File: src/rtl/cpu_ctrl_pkg.sv
// Shared encodings between the control unit and the datapath branch logic.
//   - PC function select codes (pc_fs)
//   - ARM-style 4-bit condition codes
//   - Bit positions inside the {N,Z,C,V} status word
//   - CPU state encodings fed back to the control unit
package cpu_ctrl_pkg;

  // PC function select
  localparam logic [1:0] PC_HOLD  = 2'b00;
  localparam logic [1:0] PC_PLUS4 = 2'b01;
  localparam logic [1:0] PC_IN    = 2'b10;
  localparam logic [1:0] PC_JUMP  = 2'b11;

  // Condition codes
  localparam logic [3:0] COND_EQ = 4'b0000;
  localparam logic [3:0] COND_NE = 4'b0001;
  localparam logic [3:0] COND_HS = 4'b0010;
  localparam logic [3:0] COND_LO = 4'b0011;
  localparam logic [3:0] COND_MI = 4'b0100;
  localparam logic [3:0] COND_PL = 4'b0101;
  localparam logic [3:0] COND_VS = 4'b0110;
  localparam logic [3:0] COND_VC = 4'b0111;
  localparam logic [3:0] COND_HI = 4'b1000;
  localparam logic [3:0] COND_LS = 4'b1001;
  localparam logic [3:0] COND_GE = 4'b1010;
  localparam logic [3:0] COND_LT = 4'b1011;
  localparam logic [3:0] COND_GT = 4'b1100;
  localparam logic [3:0] COND_LE = 4'b1101;
  localparam logic [3:0] COND_AL = 4'b1110;
  localparam logic [3:0] COND_NV = 4'b1111;

  // Status bit indices within {N,Z,C,V}
  localparam int unsigned STATUS_N = 3;
  localparam int unsigned STATUS_Z = 2;
  localparam int unsigned STATUS_C = 1;
  localparam int unsigned STATUS_V = 0;

  // CPU state encodings
  localparam logic [3:0] FETCH = 4'd0;
  localparam logic [3:0] EX0   = 4'd1;
  localparam logic [3:0] EX1   = 4'd2;

endpackage

File: src/rtl/branch_cond_eval.sv
// Combinational condition-code evaluator.
// Ports:
//   cond      - 4-bit ARM condition code
//   status    - registered {N,Z,C,V}
//   cond_true - 1 when the condition holds for the given flags
module branch_cond_eval
  import cpu_ctrl_pkg::*;
(
  input  logic [3:0] cond,
  input  logic [3:0] status,
  output logic       cond_true
);

  logic flag_n, flag_z, flag_c, flag_v;
  logic hi, ge, gt;

  assign flag_n = status[STATUS_N];
  assign flag_z = status[STATUS_Z];
  assign flag_c = status[STATUS_C];
  assign flag_v = status[STATUS_V];

  assign hi = flag_c & ~flag_z;
  assign ge = (flag_n == flag_v);
  assign gt = ~flag_z & ge;

  always_comb begin
    cond_true = 1'b0;
    unique case (cond)
      COND_EQ: cond_true = flag_z;
      COND_NE: cond_true = ~flag_z;
      COND_HS: cond_true = flag_c;
      COND_LO: cond_true = ~flag_c;
      COND_MI: cond_true = flag_n;
      COND_PL: cond_true = ~flag_n;
      COND_VS: cond_true = flag_v;
      COND_VC: cond_true = ~flag_v;
      COND_HI: cond_true = hi;
      COND_LS: cond_true = ~hi;
      COND_GE: cond_true = ge;
      COND_LT: cond_true = ~ge;
      COND_GT: cond_true = gt;
      COND_LE: cond_true = ~gt;
      COND_AL: cond_true = 1'b1;
      COND_NV: cond_true = 1'b1;
      default: cond_true = 1'b0;
    endcase
  end

endmodule

File: src/rtl/pc_branch_unit.sv
// Program counter, status, instruction and state registers plus PC next-value mux.
// Ports:
//   clock, reset       - clock; asynchronous active-high reset
//   pc_fs              - PC function (hold / +4 / load reg_target / PC-relative jump)
//   cond_en, cond      - make the jump conditional on cond evaluated against status
//   offset, reg_target - word offset for jumps, register value for loads
//   status_load/_in    - NZCV register load
//   ns                 - next CPU state from the control unit
//   ir_load, instr_in  - instruction register load
//   pc, status, state, ir - registered outputs
//   link_addr          - pc+4 (BL return address)
//   branch_taken       - jump path selected this cycle
module pc_branch_unit
  import cpu_ctrl_pkg::*;
#(
  parameter int unsigned          PC_WIDTH = 64,
  parameter logic [PC_WIDTH-1:0]  RESET_PC = '0
) (
  input  logic                clock,
  input  logic                reset,
  input  logic [1:0]          pc_fs,
  input  logic                cond_en,
  input  logic [3:0]          cond,
  input  logic [PC_WIDTH-1:0] offset,
  input  logic [PC_WIDTH-1:0] reg_target,
  input  logic                status_load,
  input  logic [3:0]          status_in,
  input  logic [3:0]          ns,
  input  logic                ir_load,
  input  logic [31:0]         instr_in,
  output logic [PC_WIDTH-1:0] pc,
  output logic [PC_WIDTH-1:0] link_addr,
  output logic [3:0]          status,
  output logic [3:0]          state,
  output logic [31:0]         ir,
  output logic                branch_taken
);

  localparam logic [PC_WIDTH-1:0] PcStep = PC_WIDTH'(4);

  logic                cond_true;
  logic [PC_WIDTH-1:0] jump_target;
  logic [PC_WIDTH-1:0] pc_next;

  // Evaluated against the registered flags only, so a same-cycle status_load
  // cannot influence this cycle's branch decision.
  branch_cond_eval u_cond_eval (
    .cond      (cond),
    .status    (status),
    .cond_true (cond_true)
  );

  assign link_addr    = pc + PcStep;
  assign branch_taken = (pc_fs == PC_JUMP) && (!cond_en || cond_true);
  // Shift drops offset's top two bits; wrap is modulo 2^PC_WIDTH.
  assign jump_target  = pc + {offset[PC_WIDTH-3:0], 2'b00};

  always_comb begin
    pc_next = pc;
    unique case (pc_fs)
      PC_HOLD:  pc_next = pc;
      PC_PLUS4: pc_next = link_addr;
      PC_IN:    pc_next = {reg_target[PC_WIDTH-1:2], 2'b00};
      PC_JUMP:  pc_next = branch_taken ? jump_target : link_addr;
      default:  pc_next = pc;
    endcase
  end

  always_ff @(posedge clock or posedge reset) begin
    if (reset) begin
      pc     <= RESET_PC;
      status <= 4'b0000;
      state  <= 4'b0000;
      ir     <= 32'd0;
    end else begin
      pc    <= pc_next;
      state <= ns;
      if (status_load) status <= status_in;
      if (ir_load)     ir     <= instr_in;
    end
  end

endmodule

File: config.mk
export PLATFORM = sky130hd
export DESIGN_NAME = pc_branch_unit
export DESIGN_NICKNAME = d
export VERILOG_FILES = /design/src/rtl/cpu_ctrl_pkg.sv /design/src/rtl/branch_cond_eval.sv /design/src/rtl/pc_branch_unit.sv
export SDC_FILE = /design/constraint.sdc
export NUM_CORES = 1
export LEC_CHECK = 0
export ABC_AREA = 1
export CORE_ASPECT_RATIO = 1.25
export CORE_UTILIZATION = 30
export DETAILED_ROUTE_END_ITERATION = 10
export PLACE_DENSITY = 0.54
export SKIP_CTS_REPAIR_TIMING = 1
export SYNTH_ARGS = -nofsm -noshare
export SYNTH_HDL_FRONTEND = slang
export SYNTH_SLANG_ARGS = --single-unit
File: constraint.sdc
create_clock -name clock -period 8.29 [get_ports clock]
set_input_delay 0.829 -clock clock [delete_from_list [all_inputs] [get_ports clock]]
set_output_delay 0.829 -clock clock [all_outputs]
set_load 0.03 [all_outputs]
Yosys cells after proc, flatten, opt, wreduce, memory -nomap -nowiden
Index checks and enable logic that the tools add are counted.

operators by class
  reduce and logical (&&, ||, !) cells = 6
  bitwise gates (word level) = 9
  eq/ne operators = 19
  $add $sub $neg = 2
  multiplexer cells = 3

operator list
  kind                                                              number
  64-bit one-hot mux with 3 select lines                            1
  64-bit by 3-bit adder with 64-bit output (second input constant)  1
  64-bit adder                                                      1
  64-bit 2-to-1 mux                                                 1
  4-bit == test (second input constant)                             8
  4-bit by 3-bit == test with 1-bit output (second input constant)  4
  1-bit one-hot mux with 15 select lines                            1
  4-bit by 2-bit == test with 1-bit output (second input constant)  2
  1-bit NOT                                                         7
  2-bit == test (second input constant)                             2
  4-bit by 1-bit == test with 1-bit output (second input constant)  1
  4-bit logical NOT                                                 1
  1-bit bitwise AND                                                 2
  2-bit by 1-bit == test with 1-bit output (second input constant)  1
  2-bit logical NOT                                                 1
  2-bit OR reduction                                                1
  1-bit == test                                                     1
  1-bit logical AND                                                 1
  1-bit logical NOT                                                 1
  1-bit logical OR                                                  1

word-level totals
  output and inout bits = 169
  register bits after elaboration = 104
  bits of input ports = 179
  logic and storage cells = 43

Depth between registers and ports, before layout
Gate-level depths: netlist of run 1.

  word-level depth = 8
  depth in mapped cells = 18
  depth with buffers taken out = 18

Modules after synthesis
Synthesis of run 1 repeated with hierarchy kept, for this count alone.

unflattened totals
  cells, all modules = 2,218
  area, all modules = 12,670.9 um^2

modules (own cells, without submodules)
  module            cells an instance  area each (um^2)  sequential area each (um^2)  times used
  pc_branch_unit    2,167              12,458.2          2,552.4                      1
  branch_cond_eval  51                 212.7             0.0                          1

Worst setup path after synthesis of run 1
OpenSTA, ideal clock, no wires.

  path kind = register to output
  start point = register pc[3]
  end point = output port link_addr[28]
  buffers on the path = 0
  arrival time = 2.057 ns
  required time = 7.461 ns
  slack = 5.404 ns
  cell stages (with the launch flop) = 9
  cell sequence = dfrtp_1 -> ha_1 -> nand2_2 -> nor2_4 -> nand2_4 -> nor2_4 -> inv_1 -> nor3_4 -> xor2_1

on the way
  cells in the longest elaborated chain, start to end = 1

ends and longest elaborated chain
  item                                      RTL line              source
  start: declaration                        pc_branch_unit.sv:31  output logic [PC_WIDTH-1:0] pc,
  start signal: assignment                  pc_branch_unit.sv:76  pc <= pc_next;
  64-bit by 3-bit adder with 64-bit output  pc_branch_unit.sv:53  assign link_addr = pc + PcStep;
  end: declaration                          pc_branch_unit.sv:32  output logic [PC_WIDTH-1:0] link_addr,

Every way passes these cells.

Worst setup path in the final report of run 1
  start point = input port pc_fs[1]
  end point = output port branch_taken

on the way
  cells in the longest elaborated chain, start to end = 2

ends and longest elaborated chain
  item                RTL line              source
  start: declaration  pc_branch_unit.sv:21  input logic [1:0] pc_fs,
  2-bit == test       pc_branch_unit.sv:54  assign branch_taken = (pc_fs == PC_JUMP) && (!cond_en || cond_true);
  1-bit logical AND   pc_branch_unit.sv:54
  end: declaration    pc_branch_unit.sv:36  output logic branch_taken

Every way passes these cells.

==> metrics.txt, run 1 <==
R2R depth=13; top cells by area, synth=sky130_fd_sc_hd__nand2_1 23%, sky130_fd_sc_hd__dfrtp_1 19%, sky130_fd_sc_hd__inv_1 12%, sky130_fd_sc_hd__nor2_1 7.8%, sky130_fd_sc_hd__ha_1 5.9%; height of the die=around 240 um; final cell area excluding filler cells=17,400 sq um; switching part of the total power=0.533; placer congestion estimate=approximately 1; critical path launch point=pc_fs[1]; # Max-Cap Violations=0; combinational share of power=0.624; DRT antenna net count=0; share of the synthesized area in the top cell type=0.232; most utilized layer in the global route result=met2; drt first-iter violations=1,203; sequential cell area fraction in the yosys report=0.195; pin count of the biggest net entering global routing=between 50 and 60; number of global-route vias before repair=between 15,000 and 20,000; Congestion Overflow GR=0; proportion of register bits with asynchronous set or reset after synthesis=1.00; M3 GR Usage=0.0247; die area=44,600 sq um; transition time of the tightest slew-check pin=0.964 ns; number of antenna violations at the first check in global routing=0; via-per-instance ratio=4.87; average wire per standard cell=about 20 um; met1 track demand over resource=0.364; leakage power of the design=8.98 nW; number of I/O port buffers=339; clock buffers created by TritonCTS=9; Detailed Route WL=64.3 mm; startpoint type of the worst setup path=primary input; cell taking the most area after synthesis=sky130_fd_sc_hd__nand2_1; fraction of final layout cells sized beyond drive strength 1=0.0468; CTS Root Cell=sky130_fd_sc_hd__clkbuf_16; number of max-slew violations in the final report=0; number of nets in the final layout=about 2,900; Total Routing Usage GR=0.286; sequential share of power=0.228; arrival time at the worst endpoint=3.96 ns; Internal=1.61 mW; YS warnings=0; Setup violations, final=0; Core Rows=85; Starting Density=0.305; main flop type after synthesis=sky130_fd_sc_hd__dfrtp_1; number of H-tree branching levels=3; number of DRC violations after detailed routing=0; final clock period utilization by the worst path=0.577; wire length of the first global-routing pass=94.8 mm; unrepaired setup endpoints after global routing=no; terminus of the critical flop-to-flop path=pc[48]; required time at the worst-slack endpoint=7.46 ns; CP endpoint kind=primary output; Crit Path Max Fanout=29; HPWL reported at the end of detailed placement=54.0 mm; register-to-register path setup slack=4.99 ns; Relative slew margins=0.356; Max IR drop VDD=115 uV; worst min-delay path class=flip-flop to flip-flop; Max Clk Rate=209 MHz; worst slack at placement=between 3 and 4 ns; capture point of the worst path=branch_taken; net switching power=1.83 mW; standard cell core area=43,100 sq um; setup_tns=0 ns; number of top-level design ports=348; Clock transition at path regs=0.08 ns; met2 track utilization from global routing=0.497; Slowest Stage Delay on Critical Path=0.75 ns; total power per unit cell area=197 nW/um^2; critical-path cell with the highest stage delay=sky130_fd_sc_hd__clkdlybuf4s50_1; Chip Width=around 190 um; Mean Syn Cell Area=~5.6 sq um; TritonCTS clock tree=built; outcome=complete, no violations; hold violation count in the final report=0; Clk network pwr share=0.147; Final Skew=approximately 0.021 ns; growth of design area from synthesis to finish=32.8%; number of flops mapped to enable cells by yosys=0; Min Clock Period, post-route=4.79 ns; total cell area at the placement stage=17,100 sq um; post-route setup slack=3.50 ns; number of distinct standard cells referenced by the synthesized netlist=51; clock latency on the worst-skew pair=0.38 ns; buffer levels on the longest clock path=2; Seq cells post-synth=102; beginning of the worst register-to-register path=pc[2]; combined area of all synthesized cells=approximately 13,000 sq um; vias=15,700; sink count of the clock tree=between 100 and 150; type of the worst setup path=primary input to primary output; worst path cell trace=clkdlybuf4s50_1 > buf_4 > nand2_1 > inv_1 > nand2_2 > buf_4 > inv_2 > clkdlybuf4s50_1; Diodes inserted=0; total iterations of the first detailed-routing run=6; synthesized instance count=2,329
-- logic make-up (layout without fill, tap and decap cells) --
family / after synthesis / after routing / synth area share
fa+ha+maj: 63 / 63 / 0.0607
simple gates: 1340 / 1340 / 0.429
mux: 32 / 32 / 0.0275
xor+xnor: 67 / 67 / 0.0465
flops: 102 / 102 / 0.195
buf+inv: 475 / 794 / 0.140
compound gates: 249 / 249 / 0.102
other cells: 1 / 4 / 0.000286
-- worst min path at each step --
stage / startpoint / endpoint / slack, ns / depth (start not counted)
final: ir[23] / ir[23] / 0.51 / 1
after global routing: ir[0] / ir[0] / 0.53 / 1
after CTS: ir[23] / ir[23] / 0.51 / 1
after detailed placement: ir[23] / ir[23] / 0.49 / 1
after global placement: ir[25] / ir[25] / 0.49 / 1
after floorplan: status[1] / status[1] / 0.72 / 2
-- Yosys cell counts, types with 6 or more instances --
| master | number |
|---|---|
| sky130_fd_sc_hd__o21bai_1 | 11 |
| sky130_fd_sc_hd__nor2_2 | 10 |
| sky130_fd_sc_hd__xnor2_1 | 26 |
| sky130_fd_sc_hd__nand3_2 | 9 |
| sky130_fd_sc_hd__nor3_1 | 29 |
| sky130_fd_sc_hd__nor2_4 | 8 |
| sky130_fd_sc_hd__xor2_1 | 38 |
| sky130_fd_sc_hd__a21oi_2 | 6 |
| sky130_fd_sc_hd__o21ai_0 | 109 |
| sky130_fd_sc_hd__nand3_1 | 133 |
| sky130_fd_sc_hd__a31oi_1 | 9 |
| sky130_fd_sc_hd__nor2_1 | 274 |
| sky130_fd_sc_hd__mux2_2 | 32 |
| sky130_fd_sc_hd__dfrtp_1 | 102 |
| sky130_fd_sc_hd__and2_1 | 8 |
| sky130_fd_sc_hd__ha_1 | 62 |
| sky130_fd_sc_hd__nand4_1 | 35 |
| sky130_fd_sc_hd__buf_2 | 6 |
| sky130_fd_sc_hd__a21oi_1 | 100 |
| sky130_fd_sc_hd__nand2_1 | 809 |
| sky130_fd_sc_hd__inv_2 | 6 |
| sky130_fd_sc_hd__buf_4 | 6 |
| sky130_fd_sc_hd__clkbuf_1 | 26 |
| sky130_fd_sc_hd__inv_1 | 421 |
-- flip-flops by register name (all words and copies together) (netlist names) --
name / count
pc: 62
state: 4
ir: 32
status: 4
-- per-stage QoR --
stage / power [mW] / util / instances / hold slack, ns
floorplan: 2.02 / - / 2332 / 0.716
finish: 3.44 / 0.404 / 3216 / 0.509
CTS: 3.45 / 0.404 / 3216 / 0.514
global route: 3.66 / 0.404 / 3216 / 0.530
detailed placement: 2.93 / 0.397 / 3200 / 0.495
global placement: 2.93 / 0.397 / 3200 / 0.490
-- power groups by stage --
stage | sequential (mW) | combinational (mW) | clock [mW]
global route | 0.792 | 2.34 | 0.529
CTS | 0.786 | 2.15 | 0.516
finish | 0.785 | 2.15 | 0.507
global placement | 0.795 | 2.13 | 0
detailed placement | 0.795 | 2.14 | 0
floorplan | 0.842 | 1.18 | 0
-- per-layer routing --
layer,up-vias,part of all wire
li1,7828,-
met1,7208,0.43
met5,-,0
met2,542,0.48
met4,0,0.039
met3,77,0.050
-- cell type report --
type / count / area, sq um
sequential: 102 / 2550
multi-input combinational: 1755 / 8740
clock inverter: 7 / 114
timing repair buffer: 349 / 3470
tap: 565 / 707
inverter: 429 / 1610
fill: 4761 / 25700
clock buffer: 9 / 225
-- critical path, delay by kind of cell --
kind | cells | cell delay, ns
simple gates | 2 | 0.71
buf+inv | 6 | 2.39
-- cells in the final DEF (no fill, tap or decap), types with 6 or more instances in the layout --
| master | count |
|---|---|
| sky130_fd_sc_hd__xnor2_1 | 26 |
| sky130_fd_sc_hd__dfrtp_1 | 102 |
| sky130_fd_sc_hd__clkbuf_16 | 9 |
| sky130_fd_sc_hd__nand2_1 | 809 |
| sky130_fd_sc_hd__nor2_2 | 10 |
| sky130_fd_sc_hd__ha_1 | 62 |
| sky130_fd_sc_hd__xor2_1 | 38 |
| sky130_fd_sc_hd__inv_1 | 418 |
| sky130_fd_sc_hd__a21oi_2 | 6 |
| sky130_fd_sc_hd__a21oi_1 | 100 |
| sky130_fd_sc_hd__inv_2 | 8 |
| sky130_fd_sc_hd__nand4_1 | 35 |
| sky130_fd_sc_hd__a31oi_1 | 9 |
| sky130_fd_sc_hd__nand3_1 | 133 |
| sky130_fd_sc_hd__mux2_2 | 32 |
| sky130_fd_sc_hd__o21bai_1 | 11 |
| sky130_fd_sc_hd__nor3_1 | 29 |
| sky130_fd_sc_hd__buf_4 | 10 |
| sky130_fd_sc_hd__clkdlybuf4s50_1 | 339 |
| sky130_fd_sc_hd__nor2_1 | 274 |
| sky130_fd_sc_hd__nand3_2 | 9 |
| sky130_fd_sc_hd__nor2_4 | 8 |
| sky130_fd_sc_hd__o21ai_0 | 109 |
| sky130_fd_sc_hd__and2_1 | 8 |
No activity file was read; power rests on OpenSTA's default activity.
==> inputs of run 2 (changes only) <==
==> constraint.sdc (replaced) <==
create_clock -name clock -period 4.8 [get_ports clock]
set_input_delay 0.48 -clock clock [delete_from_list [all_inputs] [get_ports clock]]
set_output_delay 0.48 -clock clock [all_outputs]
set_load 0.03 [all_outputs]
==> run 2 against run 1 <==
Net effect:
- utilization unchanged
- register-to-register slack worse by 3.3 ns
- die area unchanged
- setup slack worse by 2.4 ns
- non-clock buffer count up 6
- sequential power up 71%
- final area unchanged
- clock power up 51%
- critical path type is now flip-flop to primary output
==> metrics.txt, run 2 (same netlist as run 1, synthesis figures left out) <==
number of antenna violations at the first check in global routing=0; Detailed Route WL=62.7 mm; die area=44,600 sq um; HPWL reported at the end of detailed placement=52.9 mm; number of top-level design ports=approximately 350; Top reg by flops=pc; CP endpoint kind=primary output; required time at the worst-slack endpoint=4.32 ns; number of max-slew violations in the final report=0; Max IR drop VDD=223 uV; DRT antenna net count=0; net switching power=between 3 and 4 mW; drt first-iter violations=between 1,000 and 1,500; Crit path buffers/inverters=3; arrival time at the worst endpoint=approximately 3.2 ns; number of I/O port buffers=339; transition time of the tightest slew-check pin=0.906 ns; post-route setup slack=approximately 1.1 ns; Diodes inserted=0; # Max-Cap Violations=0; total power per unit cell area=between 300 and 400 nW/um^2; clock latency on the worst-skew pair=0.37 ns; wire length of the first global-routing pass=about 90 mm; height of the die=between 200 and 250 um; fraction of final layout cells sized beyond drive strength 1=0.0489; Largest delay share family, worst path=buffers and inverters; growth of design area from synthesis to finish=32.8%; Slowest Stage Delay on Critical Path=0.80 ns; startpoint type of the worst setup path=flip-flop; average wire per standard cell=19.5 um; commonest cells after routing, fill and taps aside=809 x sky130_fd_sc_hd__nand2_1, 418 x sky130_fd_sc_hd__inv_1, 338 x sky130_fd_sc_hd__clkdlybuf4s50_1; Total Routing Usage GR=0.275; placer congestion estimate=1.00; total iterations of the first detailed-routing run=6; TritonCTS clock tree=built; unrepaired setup endpoints after global routing=no; Final Skew=0.0181 ns; buffer levels on the longest clock path=2; number of global-route vias before repair=14,800; number of H-tree branching levels=3; leakage power of the design=8.99 nW; via-per-instance ratio=4.89; combinational share of power=0.639; Crit Path Max Fanout=6; Setup violations, final=0; worst slack at placement=roughly 1.3 ns; clock buffers created by TritonCTS=9; Max Clk Rate=271 MHz; worst path cell trace=nand2_1 > inv_1 > nand2_1 > inv_1 > nand3_1 > nor2_1 > nand3_1 > xor2_1 > clkdlybuf4s50_1; final clock period utilization by the worst path=0.769; Core Rows=85; Relative slew margins=0.395; Clock transition at path regs=0.09 ns; registers with the highest flip-flop counts=pc x62, ir x32; vias=~16,000; setup_tns=0 ns; pin count of the biggest net entering global routing=53; sink count of the clock tree=102; worst min-delay path class=primary input to async pin; outcome=complete, no violations; switching part of the total power=0.539; type of the worst setup path=flip-flop to primary output; Clk network pwr share=0.131; critical-path cell with the highest stage delay=sky130_fd_sc_hd__clkdlybuf4s50_1; most common cell after layout, fill and taps aside=sky130_fd_sc_hd__nand2_1; number of fillers in the final layout=~4,800; final hold slack=0.413 ns; CTS Root Cell=sky130_fd_sc_hd__clkbuf_16; Congestion Overflow GR=0; sequential share of power=0.230; Starting Density=0.305; Min Clock Period, post-route=3.69 ns; number of nets in the final layout=2,894; hold violation count in the final report=0; Chip Width=189 um; standard cell core area=43,100 sq um; Internal=2.68 mW; number of DRC violations after detailed routing=0; flip-flop count of the largest register, all copies and words added=62
[run 2: path summary, 6_finish.rpt]
kind / from / endpoint / slack, ns / cells after the start
setup / recovery: pc[18] / link_addr[39] / 1.11 / 9
hold / removal: reset / state[3] / 0.41 / 2
setup reg to reg: pc[2] / pc[28] / 1.70 / 15
hold reg to reg: ir[25] / ir[25] / 0.51 / 1
max in group asynchronous: reset / pc[50] / 3.43 / 3
min in group clock: ir[25] / ir[25] / 0.51 / 1
[run 2: final cells by class]
class	count	area [sq um]	share of cell area
clock buffer	11	243	0.0139
clock inverter	5	41.3	0.00237
inverter	429	1610	0.0927
multi-input combinational	1755	8740	0.502
sequential	102	2550	0.147
tap	565	707	0.0406
timing repair buffer	355	3520	0.202
[run 2: metal layers]
metal / up-vias / global-route usage / share of wire
met3: 90 / 0.0277 / 0.060
met2: 612 / 0.472 / 0.48
li1: 7831 / - / -
met4: 0 / 0.118 / 0.045
met5: - / 0 / 0
met1: 7215 / 0.347 / 0.42
[run 2: power by group through the flow]
stage / sequential (mW) / combinational [mW] / clock (mW)
2_1_floorplan: 1.45 / 2.03 / 0
3_3_place_gp: 1.35 / 3.68 / 0
3_5_place_dp: 1.36 / 3.70 / 0
4_1_cts: 1.34 / 3.71 / 0.775
5_1_grt: 1.35 / 4.05 / 0.799
6_report: 1.34 / 3.72 / 0.765
[run 2: through the flow]
stage | total power [mW] | utilization | area (sq um) | instances
floorplan | 3.49 | - | 13100 | 2332
global placement | 5.03 | 0.398 | 17100 | 3206
detailed placement | 5.05 | 0.398 | 17100 | 3206
CTS | 5.83 | 0.404 | 17400 | 3222
global route | 6.20 | 0.404 | 17400 | 3222
finish | 5.82 | 0.404 | 17400 | 3222
==> RTL change: new RTL, config.mk and constraints of run 2 <==
Make the reset (`reset`) synchronous in one clocked block. Comments in the files are not updated.
--- a/src/rtl/pc_branch_unit.sv
+++ b/src/rtl/pc_branch_unit.sv
@@ -67,5 +67,5 @@
   end
 
-  always_ff @(posedge clock or posedge reset) begin
+  always_ff @(posedge clock) begin
     if (reset) begin
       pc     <= RESET_PC;
Formal check against the unedited RTL: differs if reset is asserted again (counterexample within 4 cycles, from zero or initial values and one cycle with reset high); with reset held inactive, the same outputs for 4 cycles.
==> RTL change against run 2 <==
  * Sequential cell count unchanged
  * Sequential share of layout area down 2.8 points
  * Wire length up 18%
  * Synthesized area down 1.4%
  * Design area shrank 0.97%
  * Combinational power down 44%
  * First-iteration DRC count shrank 4.2%
  * Count of clock-buffer cells in the layout down 1
  * Setup slack worse by 0.17 ns
  * Power shrank 32%
  * Critical path type unchanged
  * Largest cell class unchanged
==> RTL change: results <==
export IMPL_status="complete, no violations"
export IMPL_grt_pass1_vias=16100
export IMPL_crit_start="pc[36]$_SDFFE_PP0P_"
export IMPL_critPathSlowestCell="clkdlybuf4s50_1"
export IMPL_crit_arrival_ns=3.38
export IMPL_cts_root_buf="clkbuf_16"
export IMPL_port_buffers=339
export IMPL_synth_common_cells="nand2_1 (800), inv_1 (427), nor2_1 (291), o21ai_0 (216), nand3_1 (142)"
export IMPL_drtIter0Drc=1134
export IMPL_overflow=0
export IMPL_cts_max_path_buffers=2
export IMPL_cp_top_family="simple AND/OR/NAND/NOR gates"
export IMPL_antenna_found_initial=0
export IMPL_via_per_inst=5.03
export IMPL_first_pass_iters=7
export IMPL_hpwl_um=62400
export IMPL_hold_class="flip-flop to flip-flop"
export IMPL_synth_compound_area_frac=0.151
export IMPL_synth_area_mux_share=0
export IMPL_synth_fa_ha_area_frac=0.0615
export IMPL_grt_first_pass_wirelength_um=106000
export IMPL_crit_fanout=6
export IMPL_ys_warn_count=0
export IMPL_p_leak_nw=8.47
export IMPL_peakVddDrop_uv=201
export IMPL_dominantRegCellSynth="dfxtp_1"
export IMPL_wl_per_cell_um=22.2
export IMPL_power_switching_mw=1.94
export IMPL_min_from="ir[20]$_SDFFE_PP0P_"
export IMPL_slowest_delay_ns=0.67
export IMPL_ys_top_cells_by_area="nand2_1 (23%), dfxtp_1 (16%), inv_1 (12%)"
export IMPL_cts_made_buffers=9
export IMPL_num_antenna_cells=0
export IMPL_track_usage=0.334
export IMPL_async_reset_ff_frac=0
export IMPL_insertion_delay_ns=0.41
export IMPL_htreeDepth=3
export IMPL_grt_max_degree=64
export IMPL_clock_skew_ns=0.0186
export IMPL_reg_largest_list="pc x62, ir x32"
export IMPL_tightest_slew_ns=1.02
export IMPL_yosysUniqueCellTypes=45
export IMPL_r2r_start="pc[53]$_SDFFE_PP0P_"
export IMPL_path_clk_slew_ns=0.08
export IMPL_gp_congestion=1.02
export IMPL_seq_area_frac_synth=0.158
export IMPL_synth_xor_area_frac=0.0442
export IMPL_drive_above_1_share=0.0349
export IMPL_fin_nets=3015
-- RTL change: worst paths after layout --
path / cells after the start / end / slack (ns)
worst min register to register: 2 / ir[20]$_SDFFE_PP0P_ / 0.50
worst min-delay path: 2 / ir[20]$_SDFFE_PP0P_ / 0.50
worst max register to register: 12 / pc[59]$_SDFFE_PP0P_ / 1.60
worst max-delay path: 9 / link_addr[53] / 0.94
-- RTL change: area by class of cell --
class	instances	area, um2
clock inverter	6	55.1
tap	559	699
sequential	102	2040
timing repair buffer	364	3590
multi-input combinational	1861	8990
inverter	435	1640
fill	4872	25000
clock buffer	10	229
-- RTL change: power by group through the flow --
stage	registers, mW	logic, mW	clock network [mW]
finish	1.07	2.07	0.807
global route	1.07	2.24	0.841
CTS	1.06	2.06	0.818
detailed placement	1.08	2.05	0
global placement	1.08	2.05	0
floorplan	1.16	1.03	0
-- RTL change: kinds of logic after synthesis --
| group | Yosys count |
|---|---|
| other | 1 |
| AND/OR/NAND/NOR | 1356 |
| adder cells (fa/ha/maj) | 63 |
| XOR/XNOR | 61 |
| buffers and inverters | 493 |
| flip-flops | 102 |
| AO/OA/AOI/OAI | 377 |
-- RTL change: metrics by stage --
stage / cell area (um2) / std cells / setup WS, ns
after floorplan: 12900 / 2456 / 2.19
after global placement: 17000 / 3321 / 1.27
after detailed placement: 17000 / 3321 / 1.25
after CTS: 17300 / 3337 / 0.934
after global routing: 17300 / 3337 / 0.806
final: 17300 / 3337 / 0.938
-- RTL change: metal layers --
layer	vias up	GRT usage	wire length (um)
li1	8300	-	-
met1	7674	0.385	29500
met2	665	0.580	35100
met3	133	0.0452	4370
met4	0	0.218	5160
met5	-	0	0
-- RTL change: worst register-to-register path: stages (launching register included) --
cell	delay, ns
dfxtp_1	0.56
ha_1	0.43
nand2_1	0.20
inv_1	0.05
a21oi_1	0.19
nor2_1	0.06
nor2_1	0.43
nand2_1	0.10
a21oi_1	0.66
nand3_1	0.15
nand3_1	0.13
nand2_1	0.07
a21oi_2	0.10
